## src/rtl/hazard_pkg.sv

```systemverilog
// Shared types and helpers for the sequential pipeline hazard unit.
package hazard_pkg;

   typedef enum logic [1:0] {
      RUN      = 2'd0,
      LU_STALL = 2'd1,
      FLUSH    = 2'd2
   } state_t;

   localparam int unsigned SRC_B_ONLY = 12;

   // Down-counter width: enough to hold max(LOAD_STALL, FLUSH_CYC), never zero.
   function automatic int unsigned cnt_width(input int unsigned ls, input int unsigned fc);
      int unsigned m;
      int unsigned w;
      m = (ls > fc) ? ls : fc;
      w = $clog2(m + 1);
      return (w < 1) ? 1 : w;
   endfunction

endpackage

```

## src/rtl/sat_counter.sv

```systemverilog
// Saturating up-counter with synchronous clear; holds at all-ones.
module sat_counter #(
   parameter int unsigned W = 16
) (
   input  logic         clk,
   input  logic         clear,
   input  logic         inc,
   output logic [W-1:0] count
);

   always_ff @(posedge clk) begin
      if (clear) begin
         count <= '0;
      end else if (inc && (count != {W{1'b1}})) begin
         count <= count + W'(1);
      end
   end

endmodule

```

## src/rtl/hazard_unit_seq.sv

```systemverilog
// Sequential load-use / branch hazard unit with multi-cycle stall and flush,
// memory-busy freeze and saturating performance counters.
module hazard_unit_seq
   import hazard_pkg::*;
#(
   parameter int unsigned REG_AW         = 2,
   parameter int unsigned OPC_W          = 4,
   parameter int unsigned SRC_B_ONLY_OPC = SRC_B_ONLY,
   parameter int unsigned LOAD_STALL     = 1,
   parameter int unsigned FLUSH_CYC      = 1,
   parameter int unsigned CNT_W          = 16
) (
   input  logic              clk,
   input  logic              rst_n,
   input  logic [REG_AW-1:0] if_id_ra,
   input  logic [REG_AW-1:0] if_id_rb,
   input  logic [REG_AW-1:0] id_ex_rd,
   input  logic              id_ex_mem_read,
   input  logic [OPC_W-1:0]  opcode,
   input  logic              bt,
   input  logic              mem_busy,
   output logic              pc_en,
   output logic              if_id_en,
   output logic              id_ex_en,
   output logic              flush,
   output logic              control_zero,
   output logic [CNT_W-1:0]  stall_count,
   output logic [CNT_W-1:0]  flush_count
);

   localparam int unsigned CW = cnt_width(LOAD_STALL, FLUSH_CYC);

   state_t        state, state_n;
   logic [CW-1:0] cnt, cnt_n;
   logic          hz;

   assign hz = id_ex_mem_read &
               ((id_ex_rd == if_id_rb) |
                ((opcode != OPC_W'(SRC_B_ONLY_OPC)) & (id_ex_rd == if_id_ra)));

   always_ff @(posedge clk) begin
      if (!rst_n) begin
         state <= RUN;
         cnt   <= '0;
      end else begin
         state <= state_n;
         cnt   <= cnt_n;
      end
   end

   // Priority: reset defaults > mem_busy freeze > taken branch > load-use.
   always_comb begin
      state_n      = state;
      cnt_n        = cnt;
      pc_en        = 1'b1;
      if_id_en     = 1'b1;
      id_ex_en     = 1'b1;
      flush        = 1'b0;
      control_zero = 1'b0;
      if (!rst_n) begin
         state_n = RUN;
         cnt_n   = '0;
      end else if (mem_busy) begin
         pc_en    = 1'b0;
         if_id_en = 1'b0;
         id_ex_en = 1'b0;
      end else if (bt) begin
         flush = 1'b1;
         if (FLUSH_CYC > 1) begin
            state_n = FLUSH;
            cnt_n   = CW'(FLUSH_CYC - 2);
         end else begin
            state_n = RUN;
         end
      end else begin
         case (state)
            FLUSH: begin
               flush = 1'b1;
               if (cnt == '0) state_n = RUN;
               else           cnt_n   = cnt - CW'(1);
            end
            LU_STALL: begin
               pc_en        = 1'b0;
               if_id_en     = 1'b0;
               control_zero = 1'b1;
               if (cnt == '0) state_n = RUN;
               else           cnt_n   = cnt - CW'(1);
            end
            RUN: begin
               if (hz) begin
                  pc_en        = 1'b0;
                  if_id_en     = 1'b0;
                  control_zero = 1'b1;
                  if (LOAD_STALL > 1) begin
                     state_n = LU_STALL;
                     cnt_n   = CW'(LOAD_STALL - 2);
                  end
               end
            end
            default: begin
               state_n = RUN;
               cnt_n   = '0;
            end
         endcase
      end
   end

   sat_counter #(.W(CNT_W)) u_stall_cnt (
      .clk   (clk),
      .clear (~rst_n),
      .inc   (control_zero),
      .count (stall_count)
   );

   sat_counter #(.W(CNT_W)) u_flush_cnt (
      .clk   (clk),
      .clear (~rst_n),
      .inc   (flush),
      .count (flush_count)
   );

endmodule
```

## config.mk

```make
export PLATFORM = sky130hd
export DESIGN_NAME = hazard_unit_seq
export DESIGN_NICKNAME = d
export VERILOG_FILES = /design/src/rtl/hazard_pkg.sv /design/src/rtl/sat_counter.sv /design/src/rtl/hazard_unit_seq.sv
export SDC_FILE = /design/constraint.sdc
export NUM_CORES = 1
export LEC_CHECK = 0
export CORE_MARGIN = 3
export CORE_UTILIZATION = 40
export DETAILED_ROUTE_END_ITERATION = 16
export PLACE_DENSITY = 0.7
export SLEW_MARGIN = 40
export SYNTH_ARGS = -nofsm -noshare
export SYNTH_HDL_FRONTEND = slang
export SYNTH_SLANG_ARGS = --single-unit
```

## constraint.sdc

```tcl
create_clock -name clk -period 4.3 [get_ports clk]
set_input_delay 0.86 -clock clk [delete_from_list [all_inputs] [get_ports clk]]
set_output_delay 0.86 -clock clk [all_outputs]
set_load 0.01 [all_outputs]
```

==> Word level (Yosys, flattened, before mapping) <==
Cells that the tools add are included.
{ "word_totals": {"regBits": 35, "latchBits": 0, "mem_bits_rw": 0, "romBits": 0, "inputBits": 15, "output_inout_bits": 37, "wordCells": 49, "memories": 0} }
{ "op_classes": {"add_sub_neg": 3, "mul": 0, "div_mod_pow": 0, "magnitude_cmp": 0, "n_eq_ne": 9, "shift": 0, "muxes": 21, "n_bitwise": 6, "n_reduce_logical": 6} }
{ "op_table": {"columns": ["cell", "n"], "rows": [
  ["$add A16 B1 Y16 const B", 2],
  ["$ne A16 B16 Y1 const B", 2],
  ["$mux W1", 15],
  ["$pmux W1 S2", 3],
  ["$reduce_and A3 Y1", 2],
  ["$eq A2 B2 Y1", 2],
  ["$mux W2", 2],
  ["$ne A4 B4 Y1 const B", 1],
  ["$pmux W2 S2", 1],
  ["$ne A3 B3 Y1 const B", 1],
  ["$not A1 Y1", 3],
  ["$and A1 B1 Y1", 2],
  ["$eq A2 B1 Y1 const B", 1],
  ["$eq A2 B2 Y1 const B", 1],
  ["$logic_and A1 B1 Y1", 2],
  ["$logic_not A2 Y1", 1],
  ["$ne A2 B2 Y1 const B", 1],
  ["$reduce_or A2 Y1", 1],
  ["$or A1 B1 Y1", 1],
  ["$sub A1 B1 Y1 const B", 1]
]} }

==> Logic depth before layout (Yosys ltp) <==
Gate-level depths: netlist of the first run.
{ "depth": {"depth_word": 10, "ltp_mapped": 6, "depth_no_buf": 6} }

==> Cells and area by module <==
From an unflattened synthesis of the first run, not the netlist that was laid out.
{ "hier_totals": {"cells_unflattened": 212, "hier_area_um2": 1793.0} }
{ "modules_own_cells": {"columns": ["mod", "instances", "cells_each", "area_each_um2", "seq_area_each_um2"], "rows": [
  ["sat_counter", 2, 99, 848.3, 320.3],
  ["hazard_unit_seq", 1, 14, 96.3, 0.0]
]} }

==> Least setup slack after synthesis of the first run <==
No wires, ideal clock.
{ "synth_path": {"kind": "input-to-output", "from": "input port opcode[0]", "to": "output port pc_en", "arrival_time_ns": 2.026, "required_ns": 3.440, "path_slack_ns": 1.414, "cell_stages": 5, "path_buffers": 1, "cell_sequence": "nand4bb_1 > a32oi_1 > nor3b_1 > o21ai_0 > buf_4"} }
{ "synth_via": {"elab_chain_len": 9} }
{ "synth_lines": {"columns": ["item", "line", "rtl"], "rows": [
  ["from (decl)", "hazard_unit_seq.sv:19", "input logic [OPC_W-1:0] opcode,"],
  ["$ne A4 B4 Y1", "hazard_unit_seq.sv:39", "((opcode != OPC_W'(SRC_B_ONLY_OPC)) & (id_ex_rd == if_id_ra)));"],
  ["$and A1 B1 Y1", "hazard_unit_seq.sv:39", null],
  ["$or A1 B1 Y1", "hazard_unit_seq.sv:38", "((id_ex_rd == if_id_rb) |"],
  ["$and A1 B1 Y1", "hazard_unit_seq.sv:37", "assign hz = id_ex_mem_read &"],
  ["$mux W1", null, null],
  ["$pmux W1 S2", null, null],
  ["$mux W1 (3 in series)", null, null],
  ["to (decl)", "hazard_unit_seq.sv:22", "output logic pc_en,"]
]} }
Every way passes these cells.

==> Final worst setup path of the first run <==
{ "layout_path": {"from": "input port id_ex_rd[0]", "to": "output port if_id_en"} }
{ "layout_via": {"elab_chain_len": 9, "elab_cells_between_ends": 10, "cone_classes": "eq/ne (2); mux (5); bitwise (3)"} }
{ "layout_lines": {"columns": ["item", "line", "rtl"], "rows": [
  ["from (decl)", "hazard_unit_seq.sv:17", "input logic [REG_AW-1:0] id_ex_rd,"],
  ["$eq A2 B2 Y1", "hazard_unit_seq.sv:39", null],
  ["$and A1 B1 Y1", "hazard_unit_seq.sv:39", null],
  ["$or A1 B1 Y1 *", "hazard_unit_seq.sv:38", null],
  ["$and A1 B1 Y1 *", "hazard_unit_seq.sv:37", null],
  ["$mux W1 *", "hazard_unit_seq.sv:90", "if (hz) begin"],
  ["$pmux W1 S2 *", "hazard_unit_seq.sv:76", "case (state)"],
  ["$mux W1 *", "hazard_unit_seq.sv:67", "end else if (bt) begin"],
  ["$mux W1 *", "hazard_unit_seq.sv:63", "end else if (mem_busy) begin"],
  ["$mux W1 *", "hazard_unit_seq.sv:60", "if (!rst_n) begin"],
  ["to (decl)", "hazard_unit_seq.sv:23", "output logic if_id_en,"]
]} }
Mark *: on every way between the ends. The rest lies on a longest branch, timed or not.

==> results.md, run 1 <==
* Post-Synthesis Cells at 202
* Vias in the first global route at 1426
* Synth Area in XOR/XNOR at 6.15%
* Die X at 71.4 µm
* Post-CTS Setup Bufs at 0
* Hold Vio Cnt, Final at 0
* Met2 wire length at 1.94 mm
* Hold path cells at 1
* Compound-gate portion of the synthesized area at 7.61%
* Share of flip-flops with an asynchronous set or reset at 0%
* Wire per inst at 13.5 µm
* Worst setup EP type: output port
* Mux contribution to synthesized area at 8.20%
* R2R depth at 6
* Routed met3 length at 266 µm
* Worst R2R Start: u_stall_cnt.count[0]
* Pwr Total at 584 µW
* Top Ports at 52
* Synth cell types at 38
* Leading area contributor after synthesis: dfxtp_1
* Final min period at 3940 ps
* Fmax at 254 MHz
* IO Port Bufs at 51
* Post-synth EDFFs at 0
* Adder-Cell Fraction of Synth Area at 1.46%
* Startpoint types: primary input
* Yosys warning count at 0
* Final wirelength at 4.11 mm
* H-tree depth at 2
* FF-to-FF End: u_stall_cnt.count[7]
* Post-route ant nets at 0
* Rel. slew slack at 54.1%
* Combined area of the multi-input logic cells at 0.00100 mm²
* Antenna violations before repair at 0
* Hold EP: u_flush_cnt.count[4]
* Clk_lat worst skew at 290 ps
* Drt first pass iters at 4
* Via count at 1638
* Largest net degree at the start of global routing at 32
* Syn_area_per_cell at 8.46 µm²
* Slew @ Worst Pin at 689 ps
* Yosys top cell area share at 37.5%
* Crit path kind: in2out
* Total grt overflow at 0
* Final Cell Area at 0.00234 mm²
* Die Ht at 71.4 µm
* #FFs+latches synth at 32
* Cts hold-fix bufs at 0
* Wl on met1 at 1.86 mm
* First-pass GRT wire length at 6.64 mm
* Final WS setup at 360 ps
* Initial DRC count at 113
* Post-DP HPWL at 2.91 mm
* Post-synthesis sequential area ratio at 37.5%
* HP Start: u_flush_cnt.count[4]
* Post-Synth Simple-Gate Area at 35.3%
* Worst EP required at 3440 ps
* Post-Syn Area at 0.00171 mm²
* Ant diodes at 0
* Clock Skews at 1.38 ps
* R2R setup slack at 2360 ps
* VDD IR-drop max at 0.172 mV
* Power per cell area at 249 mW/mm²
* Outcome: completed
* Die Area at 0.00509 mm²
* Highest Signal Layer: met4
* Largest family of logic cells by synthesized area: simple AND/OR/NAND/NOR gates
* Fill count at 377
* GRT Total Usage at 16.3%
* Starting Density at 42.1%
* Final TNS setup at 0 ps
* Core Region at 0.00406 mm²
* DR DRC count at 0
* Nets at 270
* CP max FO at 6
* Synthesized netlist net count at 219
* DR vias/cell at 5.39
* Share of layout cells above drive strength 1 at 4.72%
* Main synth FF type: dfxtp_1
* CTS tree: yes
* # setup viols final at 0
* Tcrit/Tclk final at 91.6%
* Worst-path clk slew at 60 ps
* Post-CTS sizing at 0
* FF+latch area at 641 µm²
* Slew Viols, Final at 0
* Num rows at 23
* RSZ-0062 raised after global routing: false
* Hold Path Class: reg2reg
* Synth-to-Final Area Change at 37.2%
* CTS buffer count at 5
* Worst Path Arrival at 3080 ps
* GP Congestion at 0.810
* Clock Tree Root: clkbuf_8
* Pleak at 0.854 nW
* Post-Place Cell Area at 0.00225 mm²
* Synth top area cells: dfxtp_1 (37%), mux2i_1 (8.2%), nand2_1 (6.4%), xnor2_1 (6.1%), and4_1 (4.1%)
* Clk buf depth at 2
* MaxCap Viol Count at 0
* Pre-CTS setup slack at 393 ps
* Num Clock Sinks at 32
layout by cell type, fill, tap and decap left out, drive strengths merged, types with 2 or more instances in the layout:
cell type      Yosys  routed
a211oi             2       2
a21oi              3       3
a31oi              2       2
and2               2       2
and3               7       7
and4               8       8
clkbuf             6       8
clkdlybuf4s50      0      51
dfxtp             32      32
ha                 2       2
inv                8       8
mux2i             14      14
nand2             29      29
nand2b             7       7
nand3              9       9
nand4              9       9
nor2               8       8
nor3               9       9
nor3b              2       2
nor4               7       7
o211ai             2       2
o21ai              5       5
o31ai              3       3
or2                2       2
or4                2       2
xnor2             12      12
worst max-delay path, stage by stage:
cell             delay, ps
clkdlybuf4s50_1        460
xnor2_1                150
a32oi_1                520
nor3b_1                100
o21ai_0                380
clkdlybuf4s50_1        620
power breakdown:
part	switching, mW	internal (mW)	total, mW	leakage (nW)
combinational	0.0227	0.0249	0.0477	0.550
sequential	0.00185	0.298	0.299	0.258
clock	0.107	0.130	0.237	0.0455
total	0.131	0.453	0.584	0.854
area by class of cell:
| cell class | instances | share of cell area [%] |
|---|---|---|
| clock buffers | 8 | 3.84 |
| multi-input cells | 154 | 42.8 |
| well taps | 50 | 2.67 |
| flip-flops and latches | 32 | 27.3 |
| repair buffers | 52 | 22.1 |
| inverters | 8 | 1.28 |
state kept, by name, summed over array words and instances (netlist names):
register,count
u_flush_cnt.count,16
u_stall_cnt.count,16
how the worst max path moves through the flow:
stage / depth (start not counted) / startpoint / slack (ps) / end
2_1_floorplan: 5 / opcode[0] / 1410 / pc_en
3_3_place_gp: 6 / rst_n / 400 / control_zero
3_5_place_dp: 6 / id_ex_rd[0] / 390 / if_id_en
4_1_cts: 6 / rst_n / 370 / control_zero
5_1_grt: 6 / id_ex_rd[0] / 240 / if_id_en
6_report: 6 / id_ex_rd[0] / 360 / if_id_en
kinds of logic after synthesis:
logic type                 after synthesis
and+or+nand+nor                        106
DFF                                     32
buffers and inverters                   16
muxes                                   14
xor gates and xnor gates                12
adders and majority gates                2
AOI/OAI and AO/OA                       20
cells in the mapped netlist, types with 3 or more instances:
master    count
nor2_1        8
inv_1         7
dfxtp_1      32
mux2i_1      14
nand2_1      29
o21ai_0       5
nand3_1       9
nor3_1        8
a21oi_1       3
nand2b_1      7
and4_1        8
xnor2_1      12
and3_1        7
nor4_1        6
o31ai_1       3
nand4_1       9
clkbuf_1      6
metal layers:
layer	vias up	track usage (%)
met1	762	20.1
met3	4	6.31
met5	-	0
met4	0	4.38
met2	38	26.6
li1	834	-
per-stage QoR:
step / std cells / util, % / hold WS [ps]
global placement: 296 / 55.6 / 474
finish: 304 / 57.8 / 499
CTS: 304 / 57.8 / 497
global route: 304 / 57.8 / 508
floorplan: 202 / - / 486
detailed placement: 296 / 55.6 / 486
No activity file was read; power rests on OpenSTA's default activity.
==> run 2: changes to the inputs <==
--- a/config.mk
+++ b/config.mk
@@ -5,10 +5,11 @@
 export SDC_FILE = /design/constraint.sdc
 export NUM_CORES = 1
 export LEC_CHECK = 0
+export ABC_AREA = 1
 export CORE_MARGIN = 3
 export CORE_UTILIZATION = 40
 export DETAILED_ROUTE_END_ITERATION = 16
-export PLACE_DENSITY = 0.7
+export PLACE_DENSITY = 0.68
 export SLEW_MARGIN = 40
 export SYNTH_ARGS = -nofsm -noshare
 export SYNTH_HDL_FRONTEND = slang
==> run 2 against run 1 <==
Hold slack better by 9.2 ps. First-iteration DRC count down 33%. Total power up 4.2%. Clock-buffer cell count down 1. Area after synthesis up 11%. Non-clock buffer count unchanged. Register-to-register slack better by 110 ps. Global-route usage up 2.3 points. Critical endpoint is now control_zero. Largest power group unchanged. Highest routed layer unchanged.
==> results.md, run 2 <==
* Outcome: completed (unchanged)
* Commonest cells after routing, fill and taps aside: nand2_1 (95), nor2_1 (77), clkdlybuf4s50_1 (51) (was clkdlybuf4s50_1 (51), dfxtp_1 (32), nand2_1 (29))
* Post-synthesis sequential area ratio at 33.7% (was 37.5%)
* Yosys warning count at 0 (unchanged)
* VDD IR-drop max at 0.144 mV (was 0.172 mV)
* Post-CTS sizing at 0 (unchanged)
* Via count at 1999 (was 1638)
* Post-Synthesis Cells at 311 (was 202)
* Drt first pass iters at 4 (unchanged)
* Main synth FF type: dfxtp_1 (unchanged)
* R2R depth at 8 (was 6)
* DR vias/cell at 4.83 (was 5.39)
* Starting Density at 42.5% (was 42.1%)
* Syn_area_per_cell at 6.11 µm² (was 8.46 µm²)
* Seq pwr share at 49.3% (was 51.3%)
* Post-DP HPWL at 3.39 mm (was 2.91 mm)
* Synth cell types at 30 (was 38)
* Initial DRC count at 76 (was 113)
* CTS tree: yes (unchanged)
* Largest net degree at the start of global routing at 28 (was 32)
* FF-to-FF End: u_stall_cnt.count[0] (was u_stall_cnt.count[7])
* Slew @ Worst Pin at 484 ps (was 689 ps)
* Die Ht at 74.9 µm (was 71.4 µm)
* DR DRC count at 0 (unchanged)
* Largest registers: u_flush_cnt.count (16), u_stall_cnt.count (16) (unchanged)
* Crit path kind: in2out (unchanged)
* Worst-path clk slew at 60 ps (about the same)
* Clk buf depth at 2 (unchanged)
* Antenna violations before repair at 0 (unchanged)
* Share of flip-flops with an asynchronous set or reset at 0% (unchanged)
* Share of layout cells above drive strength 1 at 5.25% (was 4.72%)
* Cell Int Power at 468 µW (was 453 µW)
* Vias in the first global route at 1943 (was 1426)
* RSZ-0062 raised after global routing: false (unchanged)
* CP max FO at 3 (was 6)
* Post-CTS Setup Bufs at 0 (unchanged)
* Worst R2R Start: u_stall_cnt.count[1] (was u_stall_cnt.count[0])
* Clk pwr share at 41.7% (was 40.6%)
* Top Ports at 52 (unchanged)
* Startpoint types: primary input (unchanged)
* Final TNS setup at 0 ps (unchanged)
* Fill count at 463 (was 377)
* Synth-to-Final Area Change at 32.9% (was 37.2%)
* Worst path depth at 7 (was 6)
* Die Area at 0.00561 mm² (was 0.00509 mm²)
* Die X at 74.9 µm (was 71.4 µm)
* Hold Vio Cnt, Final at 0 (unchanged)
* Post-Syn Area at 0.00190 mm² (was 0.00171 mm²)
* IO Port Bufs at 51 (unchanged)
* Leading area contributor after synthesis: dfxtp_1 (unchanged)
* CP delay by family, top: buffers and inverters (unchanged)
* First-pass GRT wire length at 8.16 mm (was 6.64 mm)
* Power per cell area at 241 mW/mm² (was 249 mW/mm²)
* Layout Cells excl Fill at 414 (was 304)
* CP cell instances: clkdlybuf4s50_1 > xnor2_1 > nand3_1 > nand2_1 > nand2_1 > nor2_1 > clkdlybuf4s50_1 (was clkdlybuf4s50_1 > xnor2_1 > a32oi_1 > nor3b_1 > o21ai_0 > clkdlybuf4s50_1)
* Synth top area cells: dfxtp_1 (34%), nand2_1 (19%), nor2_1 (15%), nand3_1 (5.5%), inv_1 (5.1%) (was dfxtp_1 (37%), mux2i_1 (8.2%), nand2_1 (6.4%), xnor2_1 (6.1%), and4_1 (4.1%))
* Worst Setup SP: id_ex_rd[0] (unchanged)
* Rel. slew slack at 67.7% (was 54.1%)
* List of most frequent post-synthesis cells: nand2_1 (95), nor2_1 (77), dfxtp_1 (32), inv_1 (26), nand3_1 (21) (was dfxtp_1 (32), nand2_1 (29), mux2i_1 (14), xnor2_1 (12))
* Crit-path slowest cell: clkdlybuf4s50_1 (unchanged)
* R2R setup slack at 2470 ps (was 2360 ps)
* Core Region at 0.00447 mm² (was 0.00406 mm²)
* Cts hold-fix bufs at 0 (unchanged)
* Worst EP required at 3440 ps (about the same)
* GRT Total Usage at 18.6% (was 16.3%)
* Total grt overflow at 0 (unchanged)
* Worst Setup EP: control_zero (was if_id_en)
* Worst Path Arrival at 2540 ps (was 3080 ps)
* Dpl cells at 407 (was 296)
* CTS buffer count at 5 (unchanged)
* Hold Slack at 509 ps (was 499 ps)
* NetSw at 140 µW (was 131 µW)
* Slew Viols, Final at 0 (unchanged)
* Final wirelength at 4.61 mm (was 4.11 mm)
* Wire per inst at 11.1 µm (was 13.5 µm)
* Clock Skews at 5.21 ps (was 1.38 ps)
* Fmax at 294 MHz (was 254 MHz)
* Num rows at 24 (was 23)
* MaxCap Viol Count at 0 (unchanged)
* GP Congestion at 0.777 (was 0.810)
* Ant diodes at 0 (unchanged)
* Post-synth EDFFs at 0 (unchanged)
* Tcrit/Tclk final at 79.2% (was 91.6%)
* Worst setup EP type: output port (unchanged)
* Clk_lat worst skew at 280 ps (was 290 ps)
* Most common cell after layout, fill and taps aside: nand2_1 (was clkdlybuf4s50_1)
* Num Clock Sinks at 32 (unchanged)
* Most instantiated library cell after synthesis: nand2_1 (was dfxtp_1)
* Post-route ant nets at 0 (unchanged)
* Yosys top cell area share at 33.7% (was 37.5%)
* Pleak at 0.940 nW (was 0.854 nW)
* #FFs+latches synth at 32 (unchanged)
* Hold path cells at 2 (was 1)
* Slowest stage delay, CP at 580 ps (was 620 ps)
* Comb power frac at 8.9% (was 8.2%)
* # setup viols final at 0 (unchanged)
* Synthesized netlist net count at 328 (was 219)
* Hold Path Class: reg2reg (unchanged)
* Nets at 379 (was 270)
* H-tree depth at 2 (unchanged)
* Clock Tree Root: clkbuf_8 (unchanged)
* Sw Share at 23.0% (was 22.5%)
* Final min period at 3400 ps (was 3940 ps)
* Crit path buffers/inverters at 2 (unchanged)
[run 2: how the worst min path moves through the flow]
stage	from	endpoint	slack, ps
finish	u_flush_cnt.count[4]	u_flush_cnt.count[4]	510
global route	u_flush_cnt.count[9]	u_flush_cnt.count[9]	540
global placement	u_flush_cnt.count[9]	u_flush_cnt.count[9]	490
CTS	u_flush_cnt.count[4]	u_flush_cnt.count[4]	510
floorplan	u_flush_cnt.count[4]	u_flush_cnt.count[4]	510
detailed placement	u_flush_cnt.count[4]	u_flush_cnt.count[4]	500
[run 2: metal layers]
metal	global-route usage, %	vias to the layer above	routed length (µm)
li1	-	1072	-
met1	21.9	872	2110
met2	32.9	47	2240
met3	4.41	8	197
met4	6.32	0	53
met5	0	-	0
[run 2: cells by family after synthesis]
kind of cell             share of synthesized area, %
AO/OA/AOI/OAI                                    6.65
adder cells (fa/ha/maj)                          1.32
AND/OR/NAND/NOR                                  46.1
flip-flops                                       33.7
XOR/XNOR                                         3.69
buffers and inverters                            8.49
[run 2: power groups by stage]
stage          logic [mW]  registers, mW  clock network (mW)
2_1_floorplan      0.0290          0.307                   0
3_3_place_gp       0.0538          0.307                   0
3_5_place_dp       0.0544          0.307                   0
4_1_cts            0.0546          0.300               0.262
5_1_grt            0.0606          0.300               0.270
6_report           0.0543          0.300               0.254
[run 2: tightest hold or removal path, stage by stage, from the launching register on]
cell	delay, ps
dfxtp_1	350
inv_1	70
a21oi_1	50
[run 2: through the flow]
step           setup WS, ps  instance area [µm²]  power [mW]  util, %
5_1_grt                 757                 2520       0.631     56.4
3_3_place_gp            911                 2420       0.361     54.2
2_1_floorplan          1880                 1900       0.336        -
3_5_place_dp            867                 2420       0.361     54.2
6_report                896                 2520       0.609     56.4
4_1_cts                 868                 2520       0.617     56.3
[run 2: layout make-up]
class / count / area, µm² / area share (%)
timing repair buffer: 52 / 518 / 20.5
clock buffer: 7 / 96.3 / 3.82
multi-input combinational: 244 / 1100 / 43.7
sequential: 32 / 641 / 25.4
tap: 52 / 65.1 / 2.58
inverter: 27 / 101 / 4.01
